--- src/rtl/rtc_pkg.sv ---
// rtc_pkg: shared field layout, calendar constants and BCD helpers
// for the calendar-date counter.
package rtc_pkg;

   localparam int DAY_LSB  = 0;
   localparam int MON_LSB  = 8;
   localparam int YEAR_LSB = 16;

   localparam int V_DAY  = 0;
   localparam int V_MON  = 1;
   localparam int V_YEAR = 2;

   localparam logic [7:0] FEB = 8'h02;
   localparam logic [7:0] APR = 8'h04;
   localparam logic [7:0] JUN = 8'h06;
   localparam logic [7:0] SEP = 8'h09;
   localparam logic [7:0] NOV = 8'h11;
   localparam logic [7:0] DEC = 8'h12;

   localparam logic [7:0] DIM_28 = 8'h28;
   localparam logic [7:0] DIM_29 = 8'h29;
   localparam logic [7:0] DIM_30 = 8'h30;
   localparam logic [7:0] DIM_31 = 8'h31;

   typedef struct packed {
      logic [15:0] year;
      logic [7:0]  mon;
      logic [7:0]  day;
   } date_t;

   function automatic logic [3:0] dig_inc(
      input logic [3:0] d,
      input logic       nine
   );
      return nine ? 4'h0 : d + 4'h1;
   endfunction

   function automatic logic [7:0] bcd_inc(
      input logic [7:0] b,
      input logic       nine
   );
      logic [3:0] tens;
      tens = nine ? b[7:4] + 4'h1 : b[7:4];
      return {tens, dig_inc(b[3:0], nine)};
   endfunction

endpackage

--- src/rtl/rtcdate_last_day.sv ---
// rtcdate_last_day: last BCD day of a month, given the leap-year flag.
// Months outside 01..12 fall through to 31 days.
module rtcdate_last_day
   import rtc_pkg::*;
(
   input  logic [7:0] month_i,
   input  logic       leap_i,
   output logic [7:0] last_day_o
);

   always_comb begin
      last_day_o = DIM_31;
      case (month_i)
         APR, JUN, SEP, NOV: last_day_o = DIM_30;
         FEB:                last_day_o = leap_i ? DIM_29 : DIM_28;
         default:            last_day_o = DIM_31;
      endcase
   end

endmodule

--- src/rtl/rtcdate.sv ---
// rtcdate: BCD calendar-date counter advanced by the once-per-day strobe.
// A free-running two-stage pipeline precomputes the next date.
module rtcdate
   import rtc_pkg::*;
#(
   parameter logic [31:0] INITIAL_DATE = 32'h2000_01_01,
   parameter int unsigned SETTLE       = 3
) (
   input  logic        i_clk,
   input  logic        i_reset_n,
   input  logic        i_ppd,
   input  logic        i_wr,
   input  logic [31:0] i_data,
   input  logic [2:0]  i_valid,
   output logic [31:0] o_data,
   output logic        o_ppy
);

   localparam int SW = (SETTLE < 2) ? 1 : $clog2(SETTLE + 1);
   localparam logic [SW-1:0] SETTLE_V = SW'(SETTLE);

   function automatic logic div4(input logic [7:0] b);
      if (b[4]) return (b[3:0] == 4'h2) || (b[3:0] == 4'h6);
      return (b[3:0] == 4'h0) || (b[3:0] == 4'h4) ||
             (b[3:0] == 4'h8);
   endfunction

   function automatic logic is_leap(input logic [15:0] y);
      return div4(y[7:0]) &&
             ((y[7:0] != 8'h00) || div4(y[15:8]));
   endfunction

   function automatic logic [15:0] year_inc(
      input logic [15:0] y,
      input logic [3:0]  nine
   );
      logic [15:0] r;
      logic        run;
      r   = y;
      run = 1'b1;
      for (int i = 0; i < 4; i++) begin
         if (run) r[4*i +: 4] = dig_inc(y[4*i +: 4], nine[i]);
         run = run & nine[i];
      end
      return r;
   endfunction

   date_t         date_q, date_d;
   date_t         next_q, next_d;
   logic          ppy_q, ppy_d;
   logic [SW-1:0] settle_q, settle_d;

   logic          day_last_q, day_last_d;
   logic          mon_last_q, mon_last_d;
   logic          leap_q, leap_d;
   logic          day_cy_q, day_cy_d;
   logic          mon_cy_q, mon_cy_d;
   logic [3:0]    yr_cy_q, yr_cy_d;

   logic [7:0]    last_day;
   logic          wr_en;
   logic          unused_bits;

   // Leap is taken from its register: the year only changes on 01/01,
   // and after writes/reset the settle window covers the extra cycle.
   rtcdate_last_day u_last_day (
      .month_i    (date_q.mon),
      .leap_i     (leap_q),
      .last_day_o (last_day)
   );

   always_comb begin
      leap_d     = is_leap(date_q.year);
      day_last_d = date_q.day >= last_day;
      mon_last_d = date_q.mon >= DEC;
      day_cy_d   = date_q.day[3:0] == 4'h9;
      mon_cy_d   = date_q.mon[3:0] == 4'h9;
      for (int i = 0; i < 4; i++) begin
         yr_cy_d[i] = date_q.year[4*i +: 4] == 4'h9;
      end
   end

   always_comb begin
      next_d = date_q;
      if (!day_last_q) begin
         next_d.day = bcd_inc(date_q.day, day_cy_q);
      end else begin
         next_d.day = 8'h01;
         if (!mon_last_q) begin
            next_d.mon = bcd_inc(date_q.mon, mon_cy_q);
         end else begin
            next_d.mon  = 8'h01;
            next_d.year = year_inc(date_q.year, yr_cy_q);
         end
      end
   end

   assign wr_en = i_wr && (i_valid != 3'b000);

   always_comb begin
      date_d   = date_q;
      ppy_d    = 1'b0;
      settle_d = settle_q;
      if (wr_en) begin
         if (i_valid[V_DAY]) begin
            date_d.day = {2'b00, i_data[DAY_LSB +: 6]};
         end
         if (i_valid[V_MON]) begin
            date_d.mon = {3'b000, i_data[MON_LSB +: 5]};
         end
         if (i_valid[V_YEAR]) begin
            date_d.year = i_data[YEAR_LSB +: 16];
         end
         settle_d = SETTLE_V;
      end else if (settle_q != '0) begin
         settle_d = settle_q - SW'(1);
      end else if (i_ppd) begin
         date_d = next_q;
         ppy_d  = day_last_q && mon_last_q;
      end
   end

   always_ff @(posedge i_clk) begin
      if (!i_reset_n) begin
         date_q     <= date_t'(INITIAL_DATE);
         ppy_q      <= 1'b0;
         settle_q   <= SETTLE_V;
         next_q     <= '0;
         day_last_q <= 1'b0;
         mon_last_q <= 1'b0;
         leap_q     <= 1'b0;
         day_cy_q   <= 1'b0;
         mon_cy_q   <= 1'b0;
         yr_cy_q    <= '0;
      end else begin
         date_q     <= date_d;
         ppy_q      <= ppy_d;
         settle_q   <= settle_d;
         next_q     <= next_d;
         day_last_q <= day_last_d;
         mon_last_q <= mon_last_d;
         leap_q     <= leap_d;
         day_cy_q   <= day_cy_d;
         mon_cy_q   <= mon_cy_d;
         yr_cy_q    <= yr_cy_d;
      end
   end

   assign o_data      = date_q;
   assign o_ppy       = ppy_q;
   assign unused_bits = ^{i_data[15:13], i_data[7:6]};

endmodule

--- config.mk ---
export PLATFORM = sky130hd
export DESIGN_NAME = rtcdate
export DESIGN_NICKNAME = d
export VERILOG_FILES = /design/src/rtl/rtc_pkg.sv /design/src/rtl/rtcdate_last_day.sv /design/src/rtl/rtcdate.sv
export SDC_FILE = /design/constraint.sdc
export NUM_CORES = 1
export LEC_CHECK = 0
export BUFFER_PORTS_ARGS = -buffer_cell sky130_fd_sc_hd__buf_4
export CAP_MARGIN = 10
export CORE_MARGIN = 2
export CORE_UTILIZATION = 35
export CTS_BUF_LIST = sky130_fd_sc_hd__clkbuf_8
export CTS_CLUSTER_SIZE = 12
export DETAILED_ROUTE_END_ITERATION = 6
export GPL_ROUTABILITY_DRIVEN = 0
export PLACE_DENSITY = 0.66
export SLEW_MARGIN = 30
export SYNTH_ARGS = -nofsm -noshare
export SYNTH_HDL_FRONTEND = slang
export SYNTH_SLANG_ARGS = --single-unit
--- constraint.sdc ---
create_clock -name i_clk -period 4.9 [get_ports i_clk]
set_clock_uncertainty 0.2 [all_clocks]
set_input_delay 0 -clock i_clk [delete_from_list [all_inputs] [get_ports i_clk]]
set_output_delay 0 -clock i_clk [all_outputs]
set_load 0.01 [all_outputs]
==> impl_metrics.csv, run 1 <==
group,metric,value,unit
status,status,"finished clean",
setup_path,r2r_cells,10,
die,die_y,106.4,µm
timing,period_minus_slack,3.088,ns
timing,fin_crit_sh,0.6302,
drt,ant_nets,0,
final_layout,drive_above_1_share,0.1676,
timing,worst_slew_pin_slew,0.6331,ns
yosys,synth_nets,507,
drt,drcViolationCount,0,
yosys,synth-async-reset-ratio,0,
clock_network,cts_tree,"done",
min_path,hold_start,"i_valid[2]",
final_layout,nFillCells,1009,
yosys,seq_area_frac_synth,0.4147,
yosys,synth_top_area_share,0.4147,
yosys,syn_area,0.003669,mm²
drt,dr_wl_met2,4719,µm
placed_design,portBuffers,66,
drt,wl_met1,4368,µm
drt,vias,3539,
power,p_per_area,283.8,mW/mm²
die,rows,37,
drt,first_pass_iters,5,
timing,rsz0062_at_grt,"false",
yosys,ys_top_cells_by_area,"dfxtp_1, ha_1, nand2_1",
final_layout,multi_input_area,0.001983,mm²
global_routing,grt_overflow_total,0,
global_routing,grt_antenna_before_repair,0,
clock_network,clock_sinks,76,
setup_path,regToRegStartpoint,"o_data[9]",
final_layout,final_core_util,0.4926,
final_layout,mostFrequentLayoutCell,"dfxtp_1",
global_routing,grt_pass1_vias,3573,
clock_network,clock_latency,0.35,ns
clock_network,cts_root_buf,"clkbuf_8",
timing,slew_violations,0,
die,die_x,106.4,µm
die,coreArea,0.01023,mm²
die,start_util,0.3586,
timing,fmax,323.8,MHz
global_routing,grt_usage,0.1814,
min_path,whs_path_depth,4,
timing,relSlewSlack,0.5780,
global_routing,grt_max_degree,41,
yosys,yosysWarnings,0,
die,io_pins,72,
drt,highest_layer,"met4",
yosys,avgSynthCellArea,8.319,µm²
setup_path,arrival,3.11,ns
final_layout,diodes,0,
timing,tns,0,ns
job,cap_violations,0,
timing,setup_viol,0,
setup_path,critical_path_required,4.92,ns
power,leakagePower,2.123,nW
clock_network,cts_repair_resize_count,0,
yosys,synth_flop_cell,"dfxtp_1",
yosys,ys_ff_latch,76,
setup_path,cp_max_fo,8,
placed_design,dp_hpwl,6136,µm
power,vdd_drop_max,0.1453,mV
final_layout,seqCellArea,0.001521,mm²
final_layout,fin_nets,617,
yosys,synth_edf_count,0,
clock_network,htree_levels,3,
drt,wl_per_cell,13.95,µm
min_path,holdPathEnd,"settle_q[0]",
setup_path,start_kind,"register",
drt,vias_per_cell,5.122,
drt,met3WireLength,396,µm
min_path,hold_class,"in2reg",
die,die-area,0.01132,mm²
setup_path,timing.rr.end,"day_last_q",
setup_path,rrSetupSlack,1.81,ns
clock_network,clockBufferDepth,2,
setup_path,crit_type,"reg2reg",
clock_network,numCtsBuffers,9,
drt,routed_wl,9636,µm
setup_path,endpoint_kind,"register",
yosys,synthCells,441,
global_routing,grt_pass1_wl,16660,µm
final_layout,layout_common_cells,"dfxtp_1, nand2_1, buf_4",
clock_network,clk_pin_slew,0.08,ns
final_layout,area_delta_synth_final,37.38,%
yosys,synth_top_cell_by_area,"dfxtp_1",
drt,drt-initial-drc-count,138,
timing,finalHoldViolations,0,
yosys,ys_types,51,
-- metrics by stage --
step | cells | hold slack (ns) | setup slack [ns] | total power, mW | instance area [µm²]
3_3_place_gp | 619 | 0.07566 | 1.892 | 0.8602 | 4244
4_1_cts | 691 | 0.02141 | 1.801 | 1.443 | 5040
2_1_floorplan | 441 | -0.06568 | 2.033 | 0.7880 | 3669
3_5_place_dp | 619 | 0.07797 | 1.807 | 0.8664 | 4245
5_1_grt | 691 | 0.04957 | 1.584 | 1.499 | 5040
6_report | 691 | 0.02494 | 1.812 | 1.430 | 5040
-- cell type report --
cell class / count / area share
clock buffers: 11 / 0.03004
clock inverters: 4 / 0.01440
inverters: 16 / 0.01192
multi-input cells: 323 / 0.3935
flip-flops and latches: 76 / 0.3019
well taps: 136 / 0.03376
repair buffers: 125 / 0.2145
-- metal layers --
layer,vias up,GRT usage
met3,9,0.05028
met2,68,0.3187
li1,1780,-
met4,0,0.05639
met1,1682,0.2136
met5,-,0
-- where the power goes --
group / switching [mW] / internal [mW] / total (mW)
combinational: 0.0954 / 0.112 / 0.207
sequential: 0.0364 / 0.647 / 0.683
clock: 0.229 / 0.311 / 0.540
-- cells in the mapped netlist, types with 2 or more instances --
master / instances
and4b_1: 4
a21o_1: 2
a32oi_1: 3
o21a_1: 2
or4b_1: 3
a21oi_1: 24
nor3b_1: 2
or4_1: 3
a31oi_1: 29
buf_2: 4
or4b_2: 2
nand2b_1: 7
nor2_1: 31
a22oi_1: 2
ha_1: 27
xor2_1: 4
nor3_1: 9
dfxtp_1: 76
buf_1: 2
inv_1: 16
mux2i_1: 3
buf_4: 3
a32o_1: 3
o21ai_0: 43
clkbuf_1: 17
nand4_1: 3
and3_1: 7
nor4_1: 2
nand2_1: 70
xnor2_1: 3
nand3_1: 15
-- cells by family after synthesis --
family,count (synthesis),synth area share
AND/OR/NAND/NOR,168,0.2268
multiplexers,4,0.01126
adder cells (fa/ha/maj),27,0.09209
flip-flops,76,0.4147
XOR/XNOR,7,0.01671
buffers and inverters,42,0.04741
AO/OA/AOI/OAI,117,0.1910
-- how the worst max path moves through the flow --
stage | from | slack (ns) | cells past startpoint | end
2_1_floorplan | o_data[9] | 2.03 | 10 | day_last_q
3_3_place_gp | o_data[9] | 1.89 | 10 | day_last_q
3_5_place_dp | o_data[9] | 1.81 | 10 | day_last_q
4_1_cts | o_data[9] | 1.80 | 10 | day_last_q
5_1_grt | o_data[9] | 1.58 | 10 | day_last_q
6_report | o_data[9] | 1.81 | 10 | day_last_q
-- sequential cells by signal (all words and copies together), names as in the netlist --
register	count
day_cy_q	1
day_last_q	1
leap_q	1
mon_cy_q	1
mon_last_q	1
next_q	32
o_data	32
o_ppy	1
settle_q	2
yr_cy_q	4
-- timing repair --
action | 4_1_cts | 5_1_grt
buffers inserted | 0 | 0
endpoints found under the hold margin | 44 | 0
hold buffers | 57 | 0
-- critical path, stage by stage, from the launching register on --
cell	delay [ns]
dfxtp_1	0.48
ha_1	0.26
nor2_1	0.06
o32ai_1	0.36
nand3_1	0.13
o21a_1	0.13
ha_1	0.26
or4b_1	0.47
a21o_1	0.20
a2111oi_2	0.34
nor3_1	0.08
Note: power is estimated with default switching activity, not from simulation.
==> run 2, diff against run 1 <==
- ABC_AREA: unset -> 1
- PLACE_DENSITY: 0.66 -> 0.65
- clock period: 4.9 -> 2.95 ns (I/O delays scaled with it)
==> impl_metrics.csv, run 2 <==
group,metric,value,unit
drt,vias_per_cell,4.535,
die,coreArea,0.01089,mm²
timing,relSlewSlack,0.6277,
placed_design,dp_hpwl,6816,µm
setup_path,regToRegStartpoint,"settle_q[0]",
setup_path,critical_path_required,3.05,ns
die,die-area,0.01208,mm²
timing,setup_viol,0,
yosys,syn_area,0.003928,mm²
setup_path,rrSetupSlack,0.40,ns
power,vdd_drop_max,0.2478,mV
die,die_y,109.9,µm
final_layout,area_delta_synth_final,29.21,%
yosys,synthCells,572,
clock_network,htree_levels,3,
timing,finalHoldViolations,0,
yosys,ys_types,29,
global_routing,grt_pass1_vias,3641,
final_layout,final_core_util,0.4661,
timing,rsz0062_at_grt,"false",
final_layout,nFillCells,1133,
drt,wl_per_cell,11.98,µm
final_layout,layout_common_cells,"nand2_1, nor2_1, inv_1",
timing,period_minus_slack,2.683,ns
yosys,ys_ff_latch,76,
power,total_power,2.317,mW
global_routing,grt_antenna_before_repair,0,
final_layout,drive_above_1_share,0.1374,
die,rows,38,
yosys,synth-async-reset-ratio,0,
yosys,synth_nets,638,
placed_design,preCtsSetupSlack,0.7177,ns
power,leakagePower,2.436,nW
drt,ant_nets,0,
die,die_x,109.9,µm
yosys,synth_top_cell_by_area,"dfxtp_1",
drt,vias,3705,
drt,drcViolationCount,0,
min_path,whs_path_depth,6,
global_routing,grt_usage,0.1763,
yosys,ys_top_cells_by_count,"nand2_1, nor2_1, inv_1",
final_layout,stdcell_count,817,
status,status,"finished clean",
setup_path,r2r_cells,8,
clock_network,clockBufferDepth,2,
final_layout,diodes,0,
timing,fmax,372.7,MHz
clock_network,clk_pin_slew,0.09,ns
timing,tns,0,ns
drt,first_pass_iters,4,
yosys,ys_top_cells_by_area,"dfxtp_1, nand2_1, nor2_1",
setup_path,cp_max_fo,53,
setup_path,arrival,2.78,ns
final_layout,final_area,0.005075,mm²
yosys,synth_most_common_cell,"nand2_1",
clock_network,clock_sinks,76,
clock_network,numCtsBuffers,9,
yosys,synth_top_area_share,0.3874,
min_path,hold_class,"in2reg",
clock_network,clock_latency,0.35,ns
setup_path,start_kind,"input port",
clock_network,cts_root_buf,"clkbuf_8",
yosys,synth_flop_cell,"dfxtp_1",
drt,routed_wl,9791,µm
yosys,seq_area_frac_synth,0.3874,
drt,drt-initial-drc-count,182,
global_routing,grt_overflow_total,0,
placed_design,place_inst,765,
global_routing,grt_pass1_wl,16890,µm
job,cap_violations,0,
yosys,yosysWarnings,0,
yosys,avgSynthCellArea,6.866,µm²
timing,worst_slew_pin_slew,0.5578,ns
placed_design,portBuffers,66,
final_layout,fin_nets,738,
placed_design,place_area,0.004533,mm²
die,start_util,0.3607,
power,p_per_area,456.5,mW/mm²
timing,slew_violations,0,
timing,whs,0.01843,ns
timing,fin_crit_sh,0.9096,
setup_path,endpoint_kind,"register",
min_path,holdPathEnd,"o_data[7]",
global_routing,grt_max_degree,54,
yosys,synth_edf_count,0,
die,io_pins,72,
timing,setup_ws,0.2668,ns
clock_network,cts_tree,"done",
final_layout,mostFrequentLayoutCell,"nand2_1",
setup_path,timing.rr.end,"o_data[29]",
setup_path,crit_type,"in2reg",
min_path,hold_start,"i_valid[1]",
run 2: cells by family after synthesis:
| family | count (synthesis) | synth area share |
|---|---|---|
| adder cells (fa/ha/maj) | 27 | 0.08601 |
| buffers and inverters | 94 | 0.09684 |
| AO/OA/AOI/OAI | 66 | 0.08952 |
| AND/OR/NAND/NOR | 300 | 0.3202 |
| XOR/XNOR | 9 | 0.02007 |
| flip-flops | 76 | 0.3874 |
run 2: cell type report:
type                       instances  area [µm²]  area share
tap                              140       175.2     0.03452
multi-input combinational        402        2026      0.3992
timing repair buffer             105       882.1      0.1738
clock inverter                     6       40.04    0.007890
sequential                        76        1521      0.2998
clock buffer                      10       137.6     0.02712
inverter                          78       292.8     0.05769
run 2: timing repair:
| item | 4_1_cts | 5_1_grt |
|---|---|---|
| resized for setup | 0 | 1 |
| endpoints found under the hold margin | 37 | 0 |
| buffers inserted | 0 | 0 |
| setup endpoints to repair | 0 | 1 |
| hold buffers | 36 | 0 |
run 2: worst max path at each step:
stage	from	to	slack, ns
2_1_floorplan	o_data[8]	day_last_q	0.91
3_5_place_dp	o_data[8]	day_last_q	0.72
3_3_place_gp	o_data[8]	day_last_q	0.83
5_1_grt	i_valid[2]	o_data[29]	0.13
4_1_cts	i_valid[2]	o_data[29]	0.17
6_report	i_valid[2]	o_data[29]	0.27
run 2: critical path: stages:
cell	delay [ns]
dlygate4sd3_1	0.54
buf_4	0.13
nand2_2	0.17
nand3_4	0.10
buf_6	0.23
o21ai_0	0.29
nand3_1	0.10
dlygate4sd3_1	0.57
nand3_1	0.08
dlygate4sd3_1	0.56
run 2: report_power, final:
group / total [mW] / internal (mW) / switching, mW / leakage [nW]
logic: 0.434 / 0.197 / 0.237 / 1.73
clock network: 0.732 / 0.327 / 0.406 / 0.0861
registers: 1.15 / 1.09 / 0.0619 / 0.623
run 2: per-layer routing:
layer  GRT usage  routed length (µm)
met5           0                   0
met4     0.06600                 155
met3     0.02727                 382
met1      0.2297                4783
met2      0.2927                4470
